==> src/rtl/mdu_pkg.sv <==
// Shared definitions for the sequential multiply unit and its HI/LO register pair.
package mdu_pkg;

  localparam int MDU_WIDTH = 32;
  localparam int MUL_ITERS = 32;

  typedef enum logic [1:0] {
    IDLE = 2'b00,
    RUN  = 2'b01,
    FIN  = 2'b10
  } state_t;

endpackage

==> src/rtl/hilo_regs.sv <==
// Architectural HI/LO pair: product write port, mthi/mtlo write port and read mux.
module hilo_regs
  import mdu_pkg::*;
#(
  parameter int WIDTH = MDU_WIDTH
) (
  input  logic               clk,
  input  logic               rst,
  input  logic               prod_we,
  input  logic [2*WIDTH-1:0] prod,
  input  logic               hi_we,
  input  logic               lo_we,
  input  logic [WIDTH-1:0]   wd,
  input  logic               hilo_sel,
  output logic [WIDTH-1:0]   rd
);

  logic [WIDTH-1:0] hi_r;
  logic [WIDTH-1:0] lo_r;

  // HI/LO update; the product port and the move port are never enabled together
  always_ff @(posedge clk) begin
    if (rst) begin
      hi_r <= {WIDTH{1'b0}};
      lo_r <= {WIDTH{1'b0}};
    end else if (prod_we) begin
      hi_r <= prod[2*WIDTH-1:WIDTH];
      lo_r <= prod[WIDTH-1:0];
    end else begin
      if (hi_we) begin
        hi_r <= wd;
      end else begin
        hi_r <= hi_r;
      end
      if (lo_we) begin
        lo_r <= wd;
      end else begin
        lo_r <= lo_r;
      end
    end
  end

  // Zero-latency read of the selected register
  always_comb begin
    if (hilo_sel) begin
      rd = hi_r;
    end else begin
      rd = lo_r;
    end
  end

endmodule

==> src/rtl/mdu_hilo.sv <==
// Shift-add 32-iteration multiply engine (MULT/MULTU) feeding the HI/LO pair.
module mdu_hilo
  import mdu_pkg::*;
#(
  parameter int WIDTH = MDU_WIDTH
) (
  input  logic             clk,
  input  logic             rst,
  input  logic             start,
  input  logic             is_signed,
  input  logic [WIDTH-1:0] a,
  input  logic [WIDTH-1:0] b,
  input  logic             hi_we,
  input  logic             lo_we,
  input  logic [WIDTH-1:0] wd,
  input  logic             hilo_sel,
  output logic [WIDTH-1:0] rd,
  output logic             busy,
  output logic             done
);

  localparam int CW = $clog2(MUL_ITERS);

  state_t             state_r, state_s;
  logic [2*WIDTH-1:0] acc_r;
  logic [WIDTH-1:0]   mcand_r;
  logic [WIDTH-1:0]   mplier_r;
  logic               neg_r;
  logic [CW-1:0]      cnt_r;
  logic               done_r;
  logic [WIDTH:0]     sum_s;
  logic [2*WIDTH-1:0] prod_s;
  logic [WIDTH-1:0]   a_mag_s;
  logic [WIDTH-1:0]   b_mag_s;
  logic               idle_s;

  assign idle_s = (state_r == IDLE);
  assign busy   = ~idle_s;
  assign done   = done_r;

  // Next-state selection
  always_comb begin
    state_s = state_r;
    case (state_r)
      IDLE: begin
        if (start) state_s = RUN;
        else       state_s = IDLE;
      end
      RUN: begin
        if (cnt_r == CW'(MUL_ITERS - 1)) state_s = FIN;
        else                             state_s = RUN;
      end
      FIN:     state_s = IDLE;
      default: state_s = IDLE;
    endcase
  end

  // Operand magnitudes, partial-sum adder and final sign fix-up
  always_comb begin
    a_mag_s = a;
    b_mag_s = b;
    if (is_signed && a[WIDTH-1]) a_mag_s = ~a + {{(WIDTH-1){1'b0}}, 1'b1};
    else                         a_mag_s = a;
    if (is_signed && b[WIDTH-1]) b_mag_s = ~b + {{(WIDTH-1){1'b0}}, 1'b1};
    else                         b_mag_s = b;
    if (mplier_r[0]) sum_s = {1'b0, acc_r[2*WIDTH-1:WIDTH]} + {1'b0, mcand_r};
    else             sum_s = {1'b0, acc_r[2*WIDTH-1:WIDTH]};
    if (neg_r) prod_s = ~acc_r + {{(2*WIDTH-1){1'b0}}, 1'b1};
    else       prod_s = acc_r;
  end

  // State register
  always_ff @(posedge clk) begin
    if (rst) state_r <= IDLE;
    else     state_r <= state_s;
  end

  // Engine datapath; the carry out of the upper-half add becomes the new MSB
  always_ff @(posedge clk) begin
    if (rst) begin
      acc_r    <= {(2*WIDTH){1'b0}};
      mcand_r  <= {WIDTH{1'b0}};
      mplier_r <= {WIDTH{1'b0}};
      neg_r    <= 1'b0;
      cnt_r    <= {CW{1'b0}};
      done_r   <= 1'b0;
    end else begin
      done_r <= (state_r == FIN);
      case (state_r)
        IDLE: begin
          if (start) begin
            mcand_r  <= a_mag_s;
            mplier_r <= b_mag_s;
            neg_r    <= (a[WIDTH-1] ^ b[WIDTH-1]) & is_signed;
            acc_r    <= {(2*WIDTH){1'b0}};
            cnt_r    <= {CW{1'b0}};
          end
        end
        RUN: begin
          acc_r    <= {sum_s, acc_r[WIDTH-1:1]};
          mplier_r <= {1'b0, mplier_r[WIDTH-1:1]};
          cnt_r    <= cnt_r + CW'(1);
        end
        default: begin
          acc_r <= acc_r;
        end
      endcase
    end
  end

  hilo_regs #(.WIDTH(WIDTH)) u_hilo_regs (
    .clk      (clk),
    .rst      (rst),
    .prod_we  (state_r == FIN),
    .prod     (prod_s),
    .hi_we    (hi_we & idle_s),
    .lo_we    (lo_we & idle_s),
    .wd       (wd),
    .hilo_sel (hilo_sel),
    .rd       (rd)
  );

endmodule

==> config.mk <==
export PLATFORM = sky130hd
export DESIGN_NAME = mdu_hilo
export DESIGN_NICKNAME = d
export VERILOG_FILES = /design/src/rtl/mdu_pkg.sv /design/src/rtl/hilo_regs.sv /design/src/rtl/mdu_hilo.sv
export SDC_FILE = /design/constraint.sdc
export NUM_CORES = 1
export LEC_CHECK = 0
export CAP_MARGIN = 15
export CORE_MARGIN = 10
export CORE_UTILIZATION = 45
export CTS_BUF_LIST = sky130_fd_sc_hd__clkbuf_2
export CTS_CLUSTER_SIZE = 12
export DETAILED_ROUTE_END_ITERATION = 12
export PLACE_DENSITY = 0.66
export REMOVE_ABC_BUFFERS = 1
export SLEW_MARGIN = 0
export SYNTH_ARGS = -nofsm -noshare
export SYNTH_HDL_FRONTEND = slang
export SYNTH_SLANG_ARGS = --single-unit
==> constraint.sdc <==
create_clock -name clk -period 8.3 [get_ports clk]
set_input_delay 1.66 -clock clk [delete_from_list [all_inputs] [get_ports clk]]
set_output_delay 1.66 -clock clk [all_outputs]
set_load 0.03 [all_outputs]
Word level (Yosys, flattened, before mapping). Index checks and enable logic that the tools add are counted.

Register bits after elaboration: 201. Input port bits: 103. Output and inout bits: 34.

Add/subtract/negate cells: 5. Eq/ne operators: 4. Mux-type cells: 18. Bitwise operators: 8. Reductions and logical operators: 8.

Operators by type and width (number): 32-bit two-way mux (8); 64-bit two-way mux (2); 64-bit case mux with 2 select lines (1); 32-bit by 1-bit adder with 32-bit output, second input constant (2); 64-bit by 1-bit adder with 64-bit output, second input constant (1); 32-bit NOT (2); 64-bit NOT (1); 32-bit case mux with 2 select lines (1); 32-bit by 32-bit adder with 33-bit output (1); 33-bit two-way mux (1); 5-bit case mux with 2 select lines (1); 2-bit nonzero test (3); 5-bit by 1-bit adder with 5-bit output, second input constant (1); 5-bit equality test, second input constant (1); 5-bit two-way mux (1); 2-bit case mux with 2 select lines (1); 2-bit AND reduction (2); 1-bit AND (3); 2-bit by 1-bit equality test with 1-bit output, second input constant (1); 2-bit equality test, second input constant (1); 1-bit logical AND (2); 2-bit zero test (1); 2-bit two-way mux (1); 2-bit inequality test, second input constant (1); 3 further kinds (3).

Logic depth before layout (Yosys ltp). Gate-level depths: netlist (run 1).

Word-level depth: 5. Mapped depth: 11. Depth with buffers taken out: 11.

Modules after synthesis. A second synthesis (run 1) with hierarchy kept.

Cells, all modules: 1429. Area, all modules: 12619.6 µm².

By module, submodules not included: mdu_hilo (times used 1, cells each 1108, area each 9028.7 µm², sequential area each 2742.6 µm²); hilo_regs (times used 1, cells each 321, area each 3590.9 µm², sequential area each 1281.2 µm²).

Least setup slack after synthesis (run 1). Ideal clock, no wire load.

Kind: input to output. Start point: input hilo_sel. End point: output rd[10]. Arrival: 2.631 ns. Required time: 6.640 ns. Slack: 4.009 ns. Stages: 3. Buffers on the path: 2. Cells stage by stage: clkbuf_1 > buf_1 > mux2_2.

Word-level cells in the longest chain between the ends: 1.

RTL lines: from (decl) (line mdu_hilo.sv:16) `input logic hilo_sel,`; 32-bit two-way mux (line hilo_regs.sv:45) `if (hilo_sel) begin`; to (decl) (line mdu_hilo.sv:17) `output logic [WIDTH-1:0] rd,`.

Every way passes these cells.

Final worst setup path (run 1).
Start point: input hilo_sel. End point: output rd[28].

Same word-level chain as after synthesis.

==> out/qor.yml, run 1 <==
finish:
  drive_above_1_share_pct: 9.49
  syn2layout_area_growth_pct: 15.5
  design_area_um2: 14200
  fin_cells: 1986
  num-nets-final: 1746
sta:
  hold_slack_ns: 0.457
  min_period_ns: 5.17
  worst_pin_slew_ns: 1.15
  tns_ns: 0
  hold_viol_final: 0
  maxClockFrequency_ghz: 0.194
  skew_ns: 0.0404
  report.final.setup_viol: 0
  drv_slew: 0
  period_share_pct: 62.2
  rsz0062_at_grt: "no"
  maxSlewHeadroom_pct: 22.9
route:
  viasPerCell: 5.93
  antenna_left: 0
  vias: 11778
  drt_iter0_markers: 945
  highest_layer: "met4"
  drc: 0
  wl_met3_mm: 2.38
  wl_mm: 36.2
  wl_met1_mm: 16.9
  wl_per_cell_um: 18.2
  routed-wl-met2_mm: 16.2
  drt_pass1_iterations: 7
worst_setup_path:
  rr_worst_depth: 7
  crit_path_end_kind: "primary output"
  crit_type: "input port to primary output"
  crit_arrival_ns: 3.51
  start_kind: "input port"
  critPathMaxFanout: 32
  worstPathCellList: "clkdlybuf4s50_1, buf_4, mux2_2, clkdlybuf4s50_1"
  max_stage_delay_ns: 0.60
  slowest_stage: "clkdlybuf4s50_1"
  cp.required_ns: 6.64
  crit_path_frequent_cell: "clkdlybuf4s50_1"
  rrSetupSlack_ns: 4.42
floorplan:
  initial_core_util_pct: 45.7
  die_width_um: 185
  fp-row-count: 60
  ioPinCount: 137
  core_area_um2: 27000
  die_area_um2: 34400
  die_h_um: 185
status:
  status: "complete, no violations"
synth:
  synth-seq-cells: 201
  yosysTopAreaCell: "dfxtp_1"
  yosysSeqAreaShare_pct: 32.7
  post-synth-top-area-fraction_pct: 32.7
  synth_edf_count: 0
  syn-cell-area_um2: 12300
  synthArstFlopShare_pct: 0
  synth_ff_type: "dfxtp_1"
  synth_cells: 1520
  synthTopCellsByArea: "dfxtp_1, nor2_1, xor2_1"
  syn_area_per_cell_um2: 8.10
  yosysUniqueCellTypes: 64
  synth_warnings: 0
pwr:
  leakage_uw: 0.00547
  p_per_area_nw_per_um2: 154
  power_uw: 2200
  vdd.ir_drop.worst_mv: 0.0597
placement:
  postPlaceCellArea_um2: 13800
  dp_hpwl_mm: 26.0
  dp.cells: 1890
  finalWeightedCongestion: 0.920
  io_buffers: 136
cts:
  cts-resized-gates: 0
  htree_num_levels: 2
  clock_latency_ns: 0.81
  clkSlewWorstSetupHoldPaths_ns: 0.09
  cts_root_buf: "clkbuf_2"
  numCtsBuffers: 54
  post_cts_buffers: 0
  clkSinkCount: 201
  cts_tree: "built"
  cts_hold_buf: 0
  clock_path_buffers: 3
global_routing:
  grt_usage_pct: 20.5
  grt_pass1_vias: 11092
  grt-ovfl-total: 0
  antenna_found_initial: 2
  grt_pass1_wl_mm: 58.3
  grt_max_degree: 88
worst_hold_path:
  min_path_cells: 2
  hp-class: "register to register"
job:
  drv_cap: 0
logic make-up after synthesis:
| family | count (synthesis) | synth area share, % |
|---|---|---|
| xor+xnor | 134 | 9.53 |
| buf+inv | 145 | 4.60 |
| mux | 43 | 3.83 |
| compound gates | 492 | 27.9 |
| flops | 201 | 32.7 |
| simple gates | 467 | 17.5 |
| fa+ha+maj | 38 | 3.92 |
registers in the layout, summed over array words and instances, names as in the netlist:
name,count
state_r,2
cnt_r,5
neg_r,1
mcand_r,32
done,1
mplier_r,32
acc_r,64
u_hilo_regs.hi_r,32
u_hilo_regs.lo_r,32
critical path, delay by kind of cell:
family	cells	cell delay, ns
buffers and inverters	3	1.42
muxes	1	0.40
area by class of cell:
| type | count | area (um^2) |
|---|---|---|
| timing repair buffer | 147 | 1440 |
| sequential | 201 | 4030 |
| fill | 2607 | 12700 |
| multi-input combinational | 1174 | 7760 |
| inverter | 27 | 101 |
| clock buffer | 88 | 440 |
| clock inverter | 6 | 23.8 |
| tap | 341 | 427 |
| antenna | 2 | 5.00 |
per-stage QoR:
stage                     util, %  setup slack [ns]
after floorplan                 -              2.82
after global placement       51.0              3.15
after detailed placement     51.0              3.11
after CTS                    52.8              3.11
after global routing         52.8              3.05
final                        52.8              3.13
placed cells by master (no fill, tap or decap), types with 23 or more instances in the layout:
cell type / count
nand2_1: 104
o21ai_0: 73
xor2_1: 76
o41ai_1: 23
a22o_1: 37
a222oi_1: 39
a211oi_1: 52
o31ai_1: 28
clkdlybuf4s50_1: 135
dfxtp_1: 200
inv_1: 27
ha_1: 37
nor2_1: 201
mux2_2: 33
a21oi_1: 105
xnor2_1: 58
clkbuf_2: 88
layer usage:
metal,track usage [%],up-vias
met3,3.92,52
met1,28.0,5473
met4,6.57,0
met2,31.7,380
li1,-,5873
met5,0,-
Yosys cell counts (3+ instances only):
master	n
a2111oi_0	4
a211o_1	3
a211oi_1	52
a21o_1	17
a21oi_1	105
a221oi_1	4
a222oi_1	39
a22o_1	37
a22oi_1	21
a311oi_1	5
a31oi_1	19
and2_1	7
and3_1	5
buf_1	12
clkbuf_1	102
dfxtp_1	201
ha_1	37
inv_1	27
mux2_2	33
mux2i_1	10
nand2_1	104
nand2b_1	10
nand3_1	22
nand4_1	10
nor2_1	202
nor2b_1	12
nor3_1	22
nor3b_1	3
nor4_1	11
o2111ai_1	3
o211ai_1	8
o21a_1	6
o21ai_0	73
o21bai_1	5
o22ai_1	22
o311ai_0	4
o31ai_1	28
o41ai_1	23
or2_2	8
or3_1	22
or4_1	19
xnor2_1	58
xor2_1	76
path summary, 6_finish.rpt:
kind / from / end
worst max register to register: acc_r[4]$_SDFFE_PP0P_ / u_hilo_regs.hi_r[27]$_SDFFE_PP0P_
worst min register to register: neg_r$_SDFFE_PP0P_ / neg_r$_SDFFE_PP0P_
worst min-delay path: neg_r$_SDFFE_PP0P_ / neg_r$_SDFFE_PP0P_
worst max-delay path: hilo_sel / rd[28]
power by group:
group          switching (uW)  internal [uW]
sequential               42.7           1010
combinational             257            195
clock                     415            273
total                     715           1480
Power figures use the tool's default switching activity.
==> run 2: changes to the inputs <==
--- a/config.mk
+++ b/config.mk
@@ -11,7 +11,7 @@
 export CTS_BUF_LIST = sky130_fd_sc_hd__clkbuf_2
 export CTS_CLUSTER_SIZE = 12
 export DETAILED_ROUTE_END_ITERATION = 12
-export PLACE_DENSITY = 0.66
+export PLACE_DENSITY = 0.69
 export REMOVE_ABC_BUFFERS = 1
 export SLEW_MARGIN = 0
 export SYNTH_ARGS = -nofsm -noshare
==> constraint.sdc (replaced) <==
create_clock -name clk -period 4.7 [get_ports clk]
set_input_delay 0.94 -clock clk [delete_from_list [all_inputs] [get_ports clk]]
set_output_delay 0.94 -clock clk [all_outputs]
set_load 0.03 [all_outputs]
==> run 2 against run 1 <==
  * Sequential share of layout area decreased by 0.062 points
  * First-iteration DRC count decreased by 1.7%
  * Sequential power increased by 75%
  * Setup slack got worse by 2.2 ns
  * Critical endpoint is now rd[31]
==> out/qor.yml, run 2 (synthesized netlist as in run 1, its figures left out) <==
route:
  wl_mm: 35.9  # was 36.2 mm
  vias: 11817  # was 11778
  antenna_left: 0  # unchanged
  wl_per_cell_um: 18.1  # was 18.2 um
  drc: 0  # unchanged
  drt_pass1_iterations: 7  # unchanged
  viasPerCell: 5.95  # was 5.93
  drt_iter0_markers: 929  # was 945
floorplan:
  die_width_um: 185  # unchanged
  fp-row-count: 60  # unchanged
  initial_core_util_pct: 45.7  # unchanged
  ioPinCount: 137  # unchanged
  die_h_um: 185  # unchanged
  core_area_um2: 27000  # unchanged
  die_area_um2: 34400  # unchanged
sta:
  worst_pin_slew_ns: 1.14  # was 1.15 ns
  drv_slew: 0  # unchanged
  hold_slack_ns: 0.463  # was 0.457 ns
  period_share_pct: 80.7
  skew_ns: 0.0879  # was 0.0404 ns
  maxClockFrequency_ghz: 0.264
  maxSlewHeadroom_pct: 24.3  # was 22.9%
  rsz0062_at_grt: "no"  # unchanged
  min_period_ns: 3.79
  report.final.setup_viol: 0  # unchanged
  hold_viol_final: 0  # unchanged
global_routing:
  grt_pass1_wl_mm: 57.3  # was 58.3 mm
  grt_pass1_vias: 10947  # was 11092
  grt_usage_pct: 20.1  # was 20.5%
  grt_max_degree: 73  # was 88
  grt-ovfl-total: 0  # unchanged
  antenna_found_initial: 1  # was 2
cts:
  cts_root_buf: "clkbuf_2"  # unchanged
  cts_tree: "built"  # unchanged
  clock_latency_ns: 0.84  # was 0.81 ns
  clock_path_buffers: 3  # unchanged
  clkSlewWorstSetupHoldPaths_ns: 0.09  # about the same
  clkSinkCount: 201  # unchanged
  htree_num_levels: 2  # unchanged
  cts_hold_buf: 0  # unchanged
  post_cts_buffers: 0  # unchanged
  cts-resized-gates: 0  # unchanged
  numCtsBuffers: 54  # unchanged
job:
  drv_cap: 0  # unchanged
worst_setup_path:
  reg2reg_from: "acc_r[4]$_SDFFE_PP0P_"  # unchanged
  rrSetupSlack_ns: 0.92  # was 4.42 ns
  crit_path_end_kind: "primary output"  # unchanged
  crit_arrival_ns: 2.85  # was 3.51 ns
  r2r_end: "u_hilo_regs.hi_r[27]$_SDFFE_PP0P_"  # unchanged
  critPathMaxFanout: 32  # unchanged
  cp.required_ns: 3.76  # was 6.64 ns
  max_stage_delay_ns: 0.61  # was 0.60 ns
  crit_path_frequent_cell: "clkdlybuf4s50_1"  # unchanged
  start_kind: "input port"  # unchanged
  slowest_stage: "clkdlybuf4s50_1"  # unchanged
  rr_worst_depth: 7  # unchanged
  crit_type: "input port to primary output"  # unchanged
  worstPathCellList: "clkdlybuf4s50_1, buf_4, mux2_2, clkdlybuf4s50_1"  # unchanged
pwr:
  p_per_area_nw_per_um2: 270  # was 154 nW/um^2
  internal_power_uw: 2600  # was 1480 uW
  power_uw: 3850  # was 2200 uW
  p_switching_uw: 1250  # was 715 uW
  p_seq_share_pct: 48.2  # was 48.1%
  p_clk_share_pct: 30.8  # was 31.3%
  vdd.ir_drop.worst_mv: 0.115  # was 0.0597 mV
  leakage_uw: 0.00548  # was 0.00547 uW
  pwr-share-comb_pct: 21.0  # was 20.5%
  p_sw_share_pct: 32.6  # was 32.5%
worst_hold_path:
  min_to: "u_hilo_regs.lo_r[16]$_SDFFE_PP0P_"  # was neg_r$_SDFFE_PP0P_
  min_path_cells: 2  # unchanged
  min-delay-start: "u_hilo_regs.lo_r[16]$_SDFFE_PP0P_"  # was neg_r$_SDFFE_PP0P_
  hp-class: "register to register"  # unchanged
finish:
  syn2layout_area_growth_pct: 15.8  # was 15.5%
  fin_cells: 1986  # unchanged
  fill_cells: 2578  # was 2607
  mostFrequentLayoutCell: "nor2_1"  # unchanged
  regMostFlops: "acc_r"  # unchanged
  num-nets-final: 1749  # was 1746
  final_cell_mix: "nor2_1, dfxtp_1, clkdlybuf4s50_1"  # unchanged
  drive_above_1_share_pct: 9.49  # about the same
  finish.utilization_pct: 52.9  # was 52.8%
  largest_reg_flops: 64  # unchanged
placement:
  dp.cells: 1893  # was 1890
  finalWeightedCongestion: 0.925  # was 0.920
  dp_hpwl_mm: 25.9  # was 26.0 mm
  io_buffers: 136  # unchanged
status:
  status: "complete, no violations"  # unchanged
[run 2: worst max path at each step]
stage / to / startpoint / slack (ns) / cells past startpoint
global placement: mcand_r[28]$_SDFFE_PP0P_ / a[4] / 0.48 / 9
floorplan: acc_r[63]$_SDFFE_PP0P_ / start / -0.06 / 6
detailed placement: mcand_r[28]$_SDFFE_PP0P_ / a[4] / 0.47 / 9
CTS: rd[31] / hilo_sel / 0.89 / 4
global route: u_hilo_regs.hi_r[27]$_SDFFE_PP0P_ / acc_r[4]$_SDFFE_PP0P_ / 0.55 / 7
finish: rd[31] / hilo_sel / 0.91 / 4
[run 2: area by class of cell]
class	instances	area [um^2]	area share (%)
Inverter	27	101	0.711
Clock buffer	83	415	2.91
Tap cell	341	427	2.99
Clock inverter	9	40.0	0.281
Timing Repair Buffer	150	1490	10.4
Multi-Input combinational cell	1174	7760	54.4
Antenna cell	1	2.50	0.0176
Sequential cell	201	4030	28.2
[run 2: critical path, delay by kind of cell]
| family | cells | cell delay [ns] |
|---|---|---|
| buffers and inverters | 3 | 1.48 |
| muxes | 1 | 0.42 |
[run 2: power by group through the flow]
stage	Clock [uW]	Sequential (uW)	Combinational, uW
floorplan	0	1880	487
global placement	0	1890	793
detailed placement	0	1900	804
CTS	1220	1860	807
global route	1310	1870	887
finish	1190	1860	808
[run 2: per-layer routing]
layer,GRT usage (%),up-vias,share of wire (%)
li1,-,5876,-
met2,31.4,340,45
met4,5.92,0,1.9
met3,3.78,58,6.4
met5,0,-,0
met1,27.6,5543,46
[run 2: per-stage QoR]
step,TNS (ns),setup WS [ns],cell area [um^2]
after floorplan,-0.0573,-0.0573,11900
after global placement,0,0.483,13800
after detailed placement,0,0.470,13800
after CTS,0,0.894,14300
after global routing,0,0.554,14300
final,0,0.905,14300
